$ cat src/rtl/tdc_stats_pkg.sv
// tdc_stats_pkg: shared widths, initial values and state type for the TDC result
// statistics block.
//   SUM_W / SQ_W   : accumulator widths for the default configuration.
//   sum_w / sq_w   : the same widths computed for any DATA_WIDTH / WINDOW_LOG2.
//   MIN_INIT       : minimum accumulator start value (all-ones).
//   MAX_INIT       : maximum accumulator start value (zero).
//   res_state_e    : result register occupancy.
package tdc_stats_pkg;

  localparam int unsigned DATA_WIDTH_DEF  = 32;
  localparam int unsigned WINDOW_LOG2_DEF = 8;
  localparam int unsigned ERR_WIDTH_DEF   = 16;

  // The sum of 2^WINDOW_LOG2 samples needs WINDOW_LOG2 extra bits and cannot overflow.
  localparam int unsigned SUM_W = DATA_WIDTH_DEF + WINDOW_LOG2_DEF;
  localparam int unsigned SQ_W  = 2 * DATA_WIDTH_DEF + WINDOW_LOG2_DEF;

  localparam logic [DATA_WIDTH_DEF-1:0] MIN_INIT = '1;
  localparam logic [DATA_WIDTH_DEF-1:0] MAX_INIT = '0;

  typedef enum logic {
    RES_EMPTY,
    RES_FULL
  } res_state_e;

  function automatic int unsigned sum_w(input int unsigned dw, input int unsigned wl);
    return dw + wl;
  endfunction

  function automatic int unsigned sq_w(input int unsigned dw, input int unsigned wl);
    return 2 * dw + wl;
  endfunction

endpackage

$ cat src/rtl/tdc_result_stats_if.sv
// tdc_result_stats_if: sample stream in, window result out.
//   master : producer/consumer side (drives samples, clear and out_ready).
//   slave  : the statistics block (drives the result, overrun and fill).
interface tdc_result_stats_if #(
  parameter int unsigned DATA_WIDTH  = 32,
  parameter int unsigned WINDOW_LOG2 = 8,
  parameter int unsigned ERR_WIDTH   = 16
);

  logic                              in_valid;
  logic [DATA_WIDTH-1:0]             in_data;
  logic                              in_error;
  logic                              clear;
  logic                              out_valid;
  logic                              out_ready;
  logic [DATA_WIDTH-1:0]             out_min;
  logic [DATA_WIDTH-1:0]             out_max;
  logic [DATA_WIDTH-1:0]             out_mean;
  logic [ERR_WIDTH-1:0]              out_errors;
  logic [2*DATA_WIDTH+WINDOW_LOG2-1:0] out_sumsq;
  logic                              overrun;
  logic [WINDOW_LOG2:0]              fill;

  modport master (
    output in_valid, in_data, in_error, clear, out_ready,
    input  out_valid, out_min, out_max, out_mean, out_errors, out_sumsq, overrun, fill
  );

  modport slave (
    input  in_valid, in_data, in_error, clear, out_ready,
    output out_valid, out_min, out_max, out_mean, out_errors, out_sumsq, overrun, fill
  );

endinterface

$ cat src/rtl/tdc_stats_datapath.sv
// tdc_stats_datapath: running min/max/sum (and optional sum of squares) for one window.
//   clk, rst   : clock, asynchronous active-high reset.
//   acc_en     : fold the current sample into the accumulators.
//   init       : return accumulators to their initial values (wins over acc_en).
//   data / sq  : sample and its square (sq only with TDC_STATS_SUMSQ_EN).
//   *_nx       : accumulator values including the current sample, used to load results.
// Macro TDC_STATS_SUMSQ_EN adds the sum-of-squares accumulator.
module tdc_stats_datapath
  import tdc_stats_pkg::*;
#(
  parameter int unsigned DATA_WIDTH  = 32,
  parameter int unsigned WINDOW_LOG2 = 8
) (
  input  logic                               clk,
  input  logic                               rst,
  input  logic                               acc_en,
  input  logic                               init,
  input  logic [DATA_WIDTH-1:0]              data,
`ifdef TDC_STATS_SUMSQ_EN
  input  logic [2*DATA_WIDTH-1:0]            sq,
  output logic [2*DATA_WIDTH+WINDOW_LOG2-1:0] sumsq_nx,
`endif
  output logic [DATA_WIDTH-1:0]              min_nx,
  output logic [DATA_WIDTH-1:0]              max_nx,
  output logic [DATA_WIDTH+WINDOW_LOG2-1:0]  sum_nx
);

  localparam int unsigned SumW = sum_w(DATA_WIDTH, WINDOW_LOG2);

  logic [DATA_WIDTH-1:0] min_q;
  logic [DATA_WIDTH-1:0] max_q;
  logic [SumW-1:0]       sum_q;

  always_comb begin
    min_nx = (data < min_q) ? data : min_q;
    max_nx = (data > max_q) ? data : max_q;
    sum_nx = sum_q + SumW'(data);
  end

  always_ff @(posedge clk or posedge rst) begin
    if (rst) begin
      min_q <= '1;
      max_q <= '0;
      sum_q <= '0;
    end else if (init) begin
      min_q <= '1;
      max_q <= '0;
      sum_q <= '0;
    end else if (acc_en) begin
      min_q <= min_nx;
      max_q <= max_nx;
      sum_q <= sum_nx;
    end
  end

`ifdef TDC_STATS_SUMSQ_EN
  localparam int unsigned SqW = sq_w(DATA_WIDTH, WINDOW_LOG2);

  logic [SqW-1:0] sumsq_q;

  assign sumsq_nx = sumsq_q + SqW'(sq);

  always_ff @(posedge clk or posedge rst) begin
    if (rst) begin
      sumsq_q <= '0;
    end else if (init) begin
      sumsq_q <= '0;
    end else if (acc_en) begin
      sumsq_q <= sumsq_nx;
    end
  end
`endif

endmodule

$ cat src/rtl/tdc_result_stats.sv
// tdc_result_stats: windowed min/max/mean/error statistics over the TDC result stream.
//   clk, rst : TDC system clock, asynchronous active-high reset.
//   bus      : slave side of tdc_result_stats_if (samples, clear, result handshake,
//              sticky overrun, current window fill).
// Macro TDC_STATS_SUMSQ_EN: registers the sample and its square one stage ahead of the
// accumulators (result latency 2) and reports the window sum of squares; otherwise
// out_sumsq is tied to 0 and latency is 1.
module tdc_result_stats
  import tdc_stats_pkg::*;
#(
  parameter int unsigned DATA_WIDTH  = 32,
  parameter int unsigned WINDOW_LOG2 = 8,
  parameter int unsigned ERR_WIDTH   = 16
) (
  input logic              clk,
  input logic              rst,
  tdc_result_stats_if.slave bus
);

  localparam int unsigned SumW = sum_w(DATA_WIDTH, WINDOW_LOG2);
  localparam int unsigned CntW = WINDOW_LOG2 + 1;
  localparam logic [CntW-1:0] LastCnt = {1'b0, {WINDOW_LOG2{1'b1}}};

  // Strobe as seen by the accumulators (possibly one stage late).
  logic                  s_valid;
  logic                  s_error;
  logic [DATA_WIDTH-1:0] s_data;

`ifdef TDC_STATS_SUMSQ_EN
  localparam int unsigned SqW = sq_w(DATA_WIDTH, WINDOW_LOG2);

  logic                    p_valid_q;
  logic                    p_error_q;
  logic [DATA_WIDTH-1:0]   p_data_q;
  logic [2*DATA_WIDTH-1:0] p_sq_q;
  logic [SqW-1:0]          sumsq_nx;
  logic [SqW-1:0]          out_sumsq_q;

  // Clear both drops the incoming strobe and kills the one already in flight.
  always_ff @(posedge clk or posedge rst) begin
    if (rst) begin
      p_valid_q <= 1'b0;
      p_error_q <= 1'b0;
      p_data_q  <= '0;
      p_sq_q    <= '0;
    end else begin
      p_valid_q <= bus.in_valid & ~bus.clear;
      p_error_q <= bus.in_error;
      p_data_q  <= bus.in_data;
      p_sq_q    <= {{DATA_WIDTH{1'b0}}, bus.in_data} * {{DATA_WIDTH{1'b0}}, bus.in_data};
    end
  end

  assign s_valid = p_valid_q;
  assign s_error = p_error_q;
  assign s_data  = p_data_q;
`else
  assign s_valid = bus.in_valid;
  assign s_error = bus.in_error;
  assign s_data  = bus.in_data;
`endif

  logic accept;
  logic err_strobe;
  logic done;

  logic [CntW-1:0]       count_q;
  logic [ERR_WIDTH-1:0]  err_q;
  res_state_e            res_state_q;
  logic                  out_valid_q;
  logic                  overrun_q;
  logic [DATA_WIDTH-1:0] out_min_q;
  logic [DATA_WIDTH-1:0] out_max_q;
  logic [DATA_WIDTH-1:0] out_mean_q;
  logic [ERR_WIDTH-1:0]  out_errors_q;

  logic [DATA_WIDTH-1:0] min_nx;
  logic [DATA_WIDTH-1:0] max_nx;
  logic [SumW-1:0]       sum_nx;

  assign accept     = s_valid & ~s_error & ~bus.clear;
  assign err_strobe = s_valid & s_error & ~bus.clear;
  assign done       = accept & (count_q == LastCnt);

  tdc_stats_datapath #(
    .DATA_WIDTH  (DATA_WIDTH),
    .WINDOW_LOG2 (WINDOW_LOG2)
  ) u_datapath (
    .clk      (clk),
    .rst      (rst),
    .acc_en   (accept),
    .init     (bus.clear | done),
    .data     (s_data),
`ifdef TDC_STATS_SUMSQ_EN
    .sq       (p_sq_q),
    .sumsq_nx (sumsq_nx),
`endif
    .min_nx   (min_nx),
    .max_nx   (max_nx),
    .sum_nx   (sum_nx)
  );

  // Window counter and saturating error counter.
  always_ff @(posedge clk or posedge rst) begin
    if (rst) begin
      count_q <= '0;
      err_q   <= '0;
    end else if (bus.clear || done) begin
      count_q <= '0;
      err_q   <= '0;
    end else begin
      if (accept) count_q <= count_q + CntW'(1);
      if (err_strobe && (err_q != '1)) err_q <= err_q + ERR_WIDTH'(1);
    end
  end

  // Result register: a completion always loads, even over an unconsumed result.
  always_ff @(posedge clk or posedge rst) begin
    if (rst) begin
      res_state_q  <= RES_EMPTY;
      out_valid_q  <= 1'b0;
      overrun_q    <= 1'b0;
      out_min_q    <= '0;
      out_max_q    <= '0;
      out_mean_q   <= '0;
      out_errors_q <= '0;
`ifdef TDC_STATS_SUMSQ_EN
      out_sumsq_q  <= '0;
`endif
    end else begin
      unique case (res_state_q)
        RES_EMPTY: begin
          if (done) begin
            res_state_q <= RES_FULL;
            out_valid_q <= 1'b1;
          end
        end
        RES_FULL: begin
          if (done) begin
            // Handshake on the same edge consumes the old result: not an overrun.
            if (!bus.out_ready) overrun_q <= 1'b1;
          end else if (bus.out_ready) begin
            res_state_q <= RES_EMPTY;
            out_valid_q <= 1'b0;
          end
        end
      endcase
      if (done) begin
        out_min_q    <= min_nx;
        out_max_q    <= max_nx;
        out_mean_q   <= DATA_WIDTH'(sum_nx >> WINDOW_LOG2);
        out_errors_q <= err_q;
`ifdef TDC_STATS_SUMSQ_EN
        out_sumsq_q  <= sumsq_nx;
`endif
      end
    end
  end

  assign bus.out_valid  = out_valid_q;
  assign bus.out_min    = out_min_q;
  assign bus.out_max    = out_max_q;
  assign bus.out_mean   = out_mean_q;
  assign bus.out_errors = out_errors_q;
  assign bus.overrun    = overrun_q;
  assign bus.fill       = count_q;
`ifdef TDC_STATS_SUMSQ_EN
  assign bus.out_sumsq  = out_sumsq_q;
`else
  assign bus.out_sumsq  = '0;
`endif

endmodule

$ cat src/flat_wrapper.sv
// flat-port wrapper written by rule: the top's interface ports become plain ports
module tdc_result_stats_flat import tdc_stats_pkg::*;
#(
  parameter int unsigned DATA_WIDTH  = 32,
  parameter int unsigned WINDOW_LOG2 = 8,
  parameter int unsigned ERR_WIDTH   = 16
)
  (clk, rst, bus_in_valid, bus_in_data, bus_in_error, bus_clear, bus_out_ready, bus_out_valid, bus_out_min, bus_out_max, bus_out_mean, bus_out_errors, bus_out_sumsq, bus_overrun, bus_fill);
  tdc_result_stats_if #(.DATA_WIDTH(DATA_WIDTH), .WINDOW_LOG2(WINDOW_LOG2), .ERR_WIDTH(ERR_WIDTH)) bus_i ();
  input logic clk;
  input logic rst;
  input wire logic [$bits(bus_i.in_valid)-1:0] bus_in_valid;
  input wire logic [$bits(bus_i.in_data)-1:0] bus_in_data;
  input wire logic [$bits(bus_i.in_error)-1:0] bus_in_error;
  input wire logic [$bits(bus_i.clear)-1:0] bus_clear;
  input wire logic [$bits(bus_i.out_ready)-1:0] bus_out_ready;
  output wire logic [$bits(bus_i.out_valid)-1:0] bus_out_valid;
  output wire logic [$bits(bus_i.out_min)-1:0] bus_out_min;
  output wire logic [$bits(bus_i.out_max)-1:0] bus_out_max;
  output wire logic [$bits(bus_i.out_mean)-1:0] bus_out_mean;
  output wire logic [$bits(bus_i.out_errors)-1:0] bus_out_errors;
  output wire logic [$bits(bus_i.out_sumsq)-1:0] bus_out_sumsq;
  output wire logic [$bits(bus_i.overrun)-1:0] bus_overrun;
  output wire logic [$bits(bus_i.fill)-1:0] bus_fill;
  assign bus_i.in_valid = bus_in_valid;
  assign bus_i.in_data = bus_in_data;
  assign bus_i.in_error = bus_in_error;
  assign bus_i.clear = bus_clear;
  assign bus_i.out_ready = bus_out_ready;
  assign bus_out_valid = bus_i.out_valid;
  assign bus_out_min = bus_i.out_min;
  assign bus_out_max = bus_i.out_max;
  assign bus_out_mean = bus_i.out_mean;
  assign bus_out_errors = bus_i.out_errors;
  assign bus_out_sumsq = bus_i.out_sumsq;
  assign bus_overrun = bus_i.overrun;
  assign bus_fill = bus_i.fill;
  tdc_result_stats #(.DATA_WIDTH(DATA_WIDTH), .WINDOW_LOG2(WINDOW_LOG2), .ERR_WIDTH(ERR_WIDTH)) u_core (.clk(clk), .rst(rst), .bus(bus_i));
endmodule
$ cat config.mk
export PLATFORM = sky130hd
export DESIGN_NAME = tdc_result_stats_flat
export DESIGN_NICKNAME = d
export VERILOG_FILES = /design/src/rtl/tdc_stats_pkg.sv /design/src/rtl/tdc_result_stats_if.sv /design/src/rtl/tdc_stats_datapath.sv /design/src/rtl/tdc_result_stats.sv /design/src/flat_wrapper.sv
export SDC_FILE = /design/constraint.sdc
export NUM_CORES = 1
export LEC_CHECK = 0
export CAP_MARGIN = 20
export CORE_AREA = 3 3 214 195
export CTS_BUF_LIST = sky130_fd_sc_hd__clkbuf_8 sky130_fd_sc_hd__clkbuf_16
export DETAILED_ROUTE_END_ITERATION = 7
export DIE_AREA = 0 0 217 198
export PLACE_DENSITY = 0.63
export SLEW_MARGIN = 25
export SYNTH_ARGS = -nofsm -noshare
export SYNTH_HDL_FRONTEND = slang
export SYNTH_SLANG_ARGS = --single-unit
$ cat constraint.sdc
create_clock -name clk -period 11.73 [get_ports clk]
set_input_delay 2.9325 -clock clk [delete_from_list [all_inputs] [get_ports clk]]
set_output_delay 2.9325 -clock clk [all_outputs]
set_load 0.1 [all_outputs]
* Yosys cells after proc, flatten, opt, wreduce, memory -nomap -nowiden *
Cells that the tools add are included.
Widths: inputs -> output; s select.

word-level totals
  bits in registers = 244
  input bits = 38
  output and inout port bits = 195
  logic and storage cells = 59

operators by class
  add/sub/neg operators = 3
  $lt $le $gt $ge = 2
  equal/unequal tests = 5
  mux-type cells = 20
  bitwise logic cells = 10
  reductions and logical operators = 7

operators by type and width
  operator               number
  $mux 32                6
  $mux 40                2
  $add 40x32->40         1
  $gt 32x32->1           1
  $lt 32x32->1           1
  $mux 16                2
  $mux 9                 2
  $add 16x1->16 const B  1
  $ne 16x16->1 const B   1
  $add 9x1->9 const B    1
  $eq 9x8->1 const B     1
  $mux 1                 6
  $reduce_and 3->1       2
  $reduce_bool 2->1      3
  $and 1x1->1            5
  $ne 2x2->1 const B     2
  $not 1->1              4
  $pmux 1 s2             2
  $ne 2x1->1 const B     1
  $logic_and 1x1->1      1
  $logic_or 1x1->1       1
  $or 1x1->1             1

* Depth between registers and ports, before layout *
  depth in word-level cells = 6
  gate-level depth with buffers = 13
  depth with buffers taken out = 12

* By module *
A second synthesis with hierarchy kept.

second synthesis, totals
  cells, all modules = 1474
  area, all modules = 14606.5 um^2

by module, submodules not included
  module              times used  cells each  area each (um^2)
  tdc_stats_datapath  1           1017        8471.9
  tdc_result_stats    1           457         6134.6

* Least setup slack after synthesis *
No wires, ideal clock.

  path kind = input -> register
  start point = in bus_in_data[0]
  end point = reg u_core.u_datapath.sum_q[34]
  setup time = 0.069 ns
  arrival time = 5.340 ns
  setup slack = 6.321 ns
  stages on the path = 12
  path buffers = 0
  cells stage by stage = ha_1 > inv_1 > fa_1 > nand2b_1 > a21oi_2 > a2111oi_4 > o31ai_4 > a311oi_4 > o21bai_4 > o21ai_4 > or4_1 > nand3_1

between the ends
  longest elaborated chain between the ends = 3

ends and longest elaborated chain
  item                  line                      source
  start, declared       flat_wrapper.sv:13        input wire logic [$bits(bus_i.in_data)-1:0] bus_in_data;
  $add 40x32->40        tdc_stats_datapath.sv:37  sum_nx = sum_q + SumW'(data);
  $mux 40               tdc_stats_datapath.sv:49  end else if (acc_en) begin
  $mux 40               tdc_stats_datapath.sv:45  end else if (init) begin
  end signal, assigned  tdc_stats_datapath.sv:52  sum_q <= sum_nx;
  end, declared         tdc_stats_datapath.sv:32  logic [SumW-1:0] sum_q;

No other way between the ends. The select of a mux whose other input is x is not followed.
A chain may end at the register's enable or synchronous reset.

* Worst setup path in the final report *
  start point = in bus_in_data[5]
  end point = reg u_core.u_datapath.min_q[1]

between the ends
  longest elaborated chain between the ends = 4

ends and longest elaborated chain
  item                  line                      source
  $lt 32x32->1          tdc_stats_datapath.sv:35  min_nx = (data < min_q) ? data : min_q;
  $mux 32               tdc_stats_datapath.sv:35
  $mux 32               tdc_stats_datapath.sv:49
  $mux 32               tdc_stats_datapath.sv:45
  end signal, assigned  tdc_stats_datapath.sv:50  min_q <= min_nx;
  end, declared         tdc_stats_datapath.sv:30  logic [DATA_WIDTH-1:0] min_q;

No other way between the ends. The select of a mux whose other input is x is not followed.

==> results.yml <==
final_layout:
  layout_commonest_cell: "nand2_1"
  fill_cells: 3941
  drive_above_1_share_pct: 7.82
  layout.nets: 1687
  mostFrequentLayoutCells: "nand2_1 (214), dfrtp_1 (212), clkdlybuf4s50_1 (155)"
  final_util_pct: 41.7
  insertedDiodeCount: 0
  syn_to_final_growth_pct: 19.5
logic_synthesis:
  synth_cells: 1415
  synth_area_um2: 13800
  ys_types: 75
  synthArstFlopShare_pct: 100
  synthFlopType: "dfrtp_1"
  ys_ff_latch: 244
  synth_edf_count: 0
  yosysTopAreaCell: "dfrtp_1"
  synth_top_area_share_pct: 38.4
  synthTopCellsByArea: "dfrtp_1 (38%), ha_1 (8.9%), dfstp_2 (6.1%)"
  syn_area_per_cell_um2: 9.75
  ys_seq_area_share_pct: 44.5
  ys_warn_count: 0
job:
  maxCapViolCount: 0
global_routing:
  grt.total_usage_pct: 16.7
  grt.overflow.total: 0
  grt_first_pass_wirelength_um: 57900
  grt_max_degree: 118
  grt_pass1_vias: 10200
  antenna_found_initial: 1
sta:
  rsz0062_at_grt: "false"
  fin_skew_ns: 0.0262
  hold_viol: 0
  fmaxAchievable_mhz: 163
  tightestPinTransition_ns: 1.12
  relSlewSlack_pct: 25.3
  finalCritPeriodShare_pct: 52.2
  worst_hold_slack_ns: 0.451
  fin_crit_ns: 6.12
  setup_tns_ns: 0
  finalMaxSlewViolations: 0
  setup_viol: 0
clock_tree:
  tritoncts: "built"
  cts_buffer_depth: 3
  clockRootBuffer: "clkbuf_16"
  cts_resized: 0
  insertion_delay_ns: 0.57
  post_cts_buffers: 0
  htreeDepth: 1
  cts.clk_slew.worst_paths_ns: 0.06
  clock-sinks: 244
  cts_hold_buffers: 0
  cts_buffers: 28
power:
  power.density_nw_per_um2: 130
  vdd.ir_drop.worst_mv: 0.0926
  power.total_mw: 2.14
  p_leak_nw: 7.72
placement:
  dp_hpwl_um: 25600
  finalWeightedCongestion: 0.880
  io_buffers: 160
critical_path:
  cp_cell_sequence: "clkdlybuf4s50_1 > ha_1 > a21o_1 > a21o_1 > a2111oi_2 > o21a_1 > o2111ai_1 > a211o_2 > buf_4 > nand2b_4 > o22a_1"
  crit_slowest_cell: "clkdlybuf4s50_1"
  required_ns: 12.20
  critPathLaunchType: "primary input"
  crit_fanout: 33
  cp_slowest_stage_delay_ns: 0.71
  crit_arrival_ns: 6.59
  crit_top_cell: "a21o_1"
  end_kind: "register"
  crit_type: "primary input to register"
floorplan:
  die_y_um: 198
  die_width_um: 217
  core_um2: 39500
  io_pins: 233
  rows: 69
  die_area_um2: 43000
  start_util_pct: 34.9
status:
  status: "finished clean"
drt:
  viasPerCell: 4.98
  drt_wl_total_um: 36500
  antenna_left: 0
  vias: 10500
  dr.pass1.iters: 5
  dr.first_iter.drc_count: 602
  route.detailed.drc: 0
  avgRoutedWirePerCell_um: 17.3
hold_path:
  hold_path.class: "register to register"
-- critical path, delay by kind of cell --
kind	cells	cell delay [ns]
AO/OA/AOI/OAI	7	1.86
adder cells (fa/ha/maj)	1	0.32
buffers and inverters	2	1.05
AND/OR/NAND/NOR	1	0.44
-- final timing paths --
| kind | endpoint | start | slack (ns) | cells past startpoint |
|---|---|---|---|---|
| min in group asynchronous | u_core.bus.out_errors[13]$_DFFE_PP0P_ | rst | 2.95 | 2 |
| worst max-delay path | u_core.u_datapath.min_q[1]$_DFFE_PP1P_ | bus_in_data[5] | 5.61 | 11 |
| worst min-delay path | u_core.bus.out_valid$_DFFE_PP0P_ | u_core.res_state_q$_DFF_PP0_ | 0.45 | 1 |
| worst max register to register | u_core.u_datapath.min_q[1]$_DFFE_PP1P_ | u_core.u_datapath.min_q[5]$_DFFE_PP1P_ | 8.13 | 11 |
| max in group asynchronous | u_core.u_datapath.max_q[3]$_DFFE_PP0P_ | rst | 7.51 | 3 |
| worst min register to register | u_core.bus.out_valid$_DFFE_PP0P_ | u_core.res_state_q$_DFF_PP0_ | 0.45 | 1 |
-- metrics by stage --
stage               area (um2)  std cells  worst slack (ns)
floorplan                14100       1486              2.15
global placement         15600       2052              5.07
detailed placement       15600       2052              5.03
CTS                      16500       2104              5.62
global route             16500       2104              5.50
finish                   16500       2104              5.61
-- layer usage --
metal	vias to the layer above	routed length [um]	GRT usage, %	share of wire, %
met5	-	13	0	0.036
li1	5089	-	-	-
met2	228	15600	25.0	43
met4	2	668	3.29	1.8
met3	39	2480	4.53	6.8
met1	5125	17700	24.3	49
-- logic make-up (layout without fill, tap and decap cells) --
logic type,count (synthesis),after routing,synth area share (%)
compound gates,382,382,18.5
xor+xnor,51,51,3.24
simple gates,353,353,11.5
flops,244,244,44.5
mux,68,68,4.94
fa+ha+maj,99,99,9.03
buf+inv,217,303,8.22
other cells,1,72,0.0272
-- synth_stat cells (all sizes together), types with 22 or more instances --
cell type,instances
ha,98
o21ai,163
mux2i,67
dfstp,32
a21oi,58
a22o,36
nand2,215
buf,92
xor2,29
a21o,35
dfrtp,212
o22a,32
clkbuf,44
nor2,40
xnor2,22
inv,81
-- sequential cells by signal, indices dropped and copies added, names as in the netlist --
signal                   flops
u_core.u_datapath.max_q     32
u_core.bus.out_mean         32
u_core.bus.overrun           1
u_core.bus.out_valid         1
u_core.bus.out_min          32
u_core.u_datapath.sum_q     40
u_core.bus.out_max          32
u_core.bus.out_errors       16
u_core.res_state_q           1
u_core.err_q                16
u_core.u_datapath.min_q     32
u_core.bus.fill              9
-- area by class of cell --
type / instances / area [um2] / share of cell area, %
Multi-Input combinational cell: 1025 / 6820 / 41.3
Sequential cell: 244 / 6150 / 37.2
Timing Repair Buffer: 170 / 1660 / 10.0
Clock buffer: 34 / 783 / 4.75
Tap cell: 532 / 666 / 4.03
Inverter: 81 / 312 / 1.89
Clock inverter: 18 / 118 / 0.713
-- report_power, final --
group / total (mW) / internal [mW] / switching (mW)
Combinational: 0.394 / 0.115 / 0.279
Sequential: 0.887 / 0.868 / 0.0191
Clock: 0.856 / 0.493 / 0.363
(Power assumes the default switching activity.)
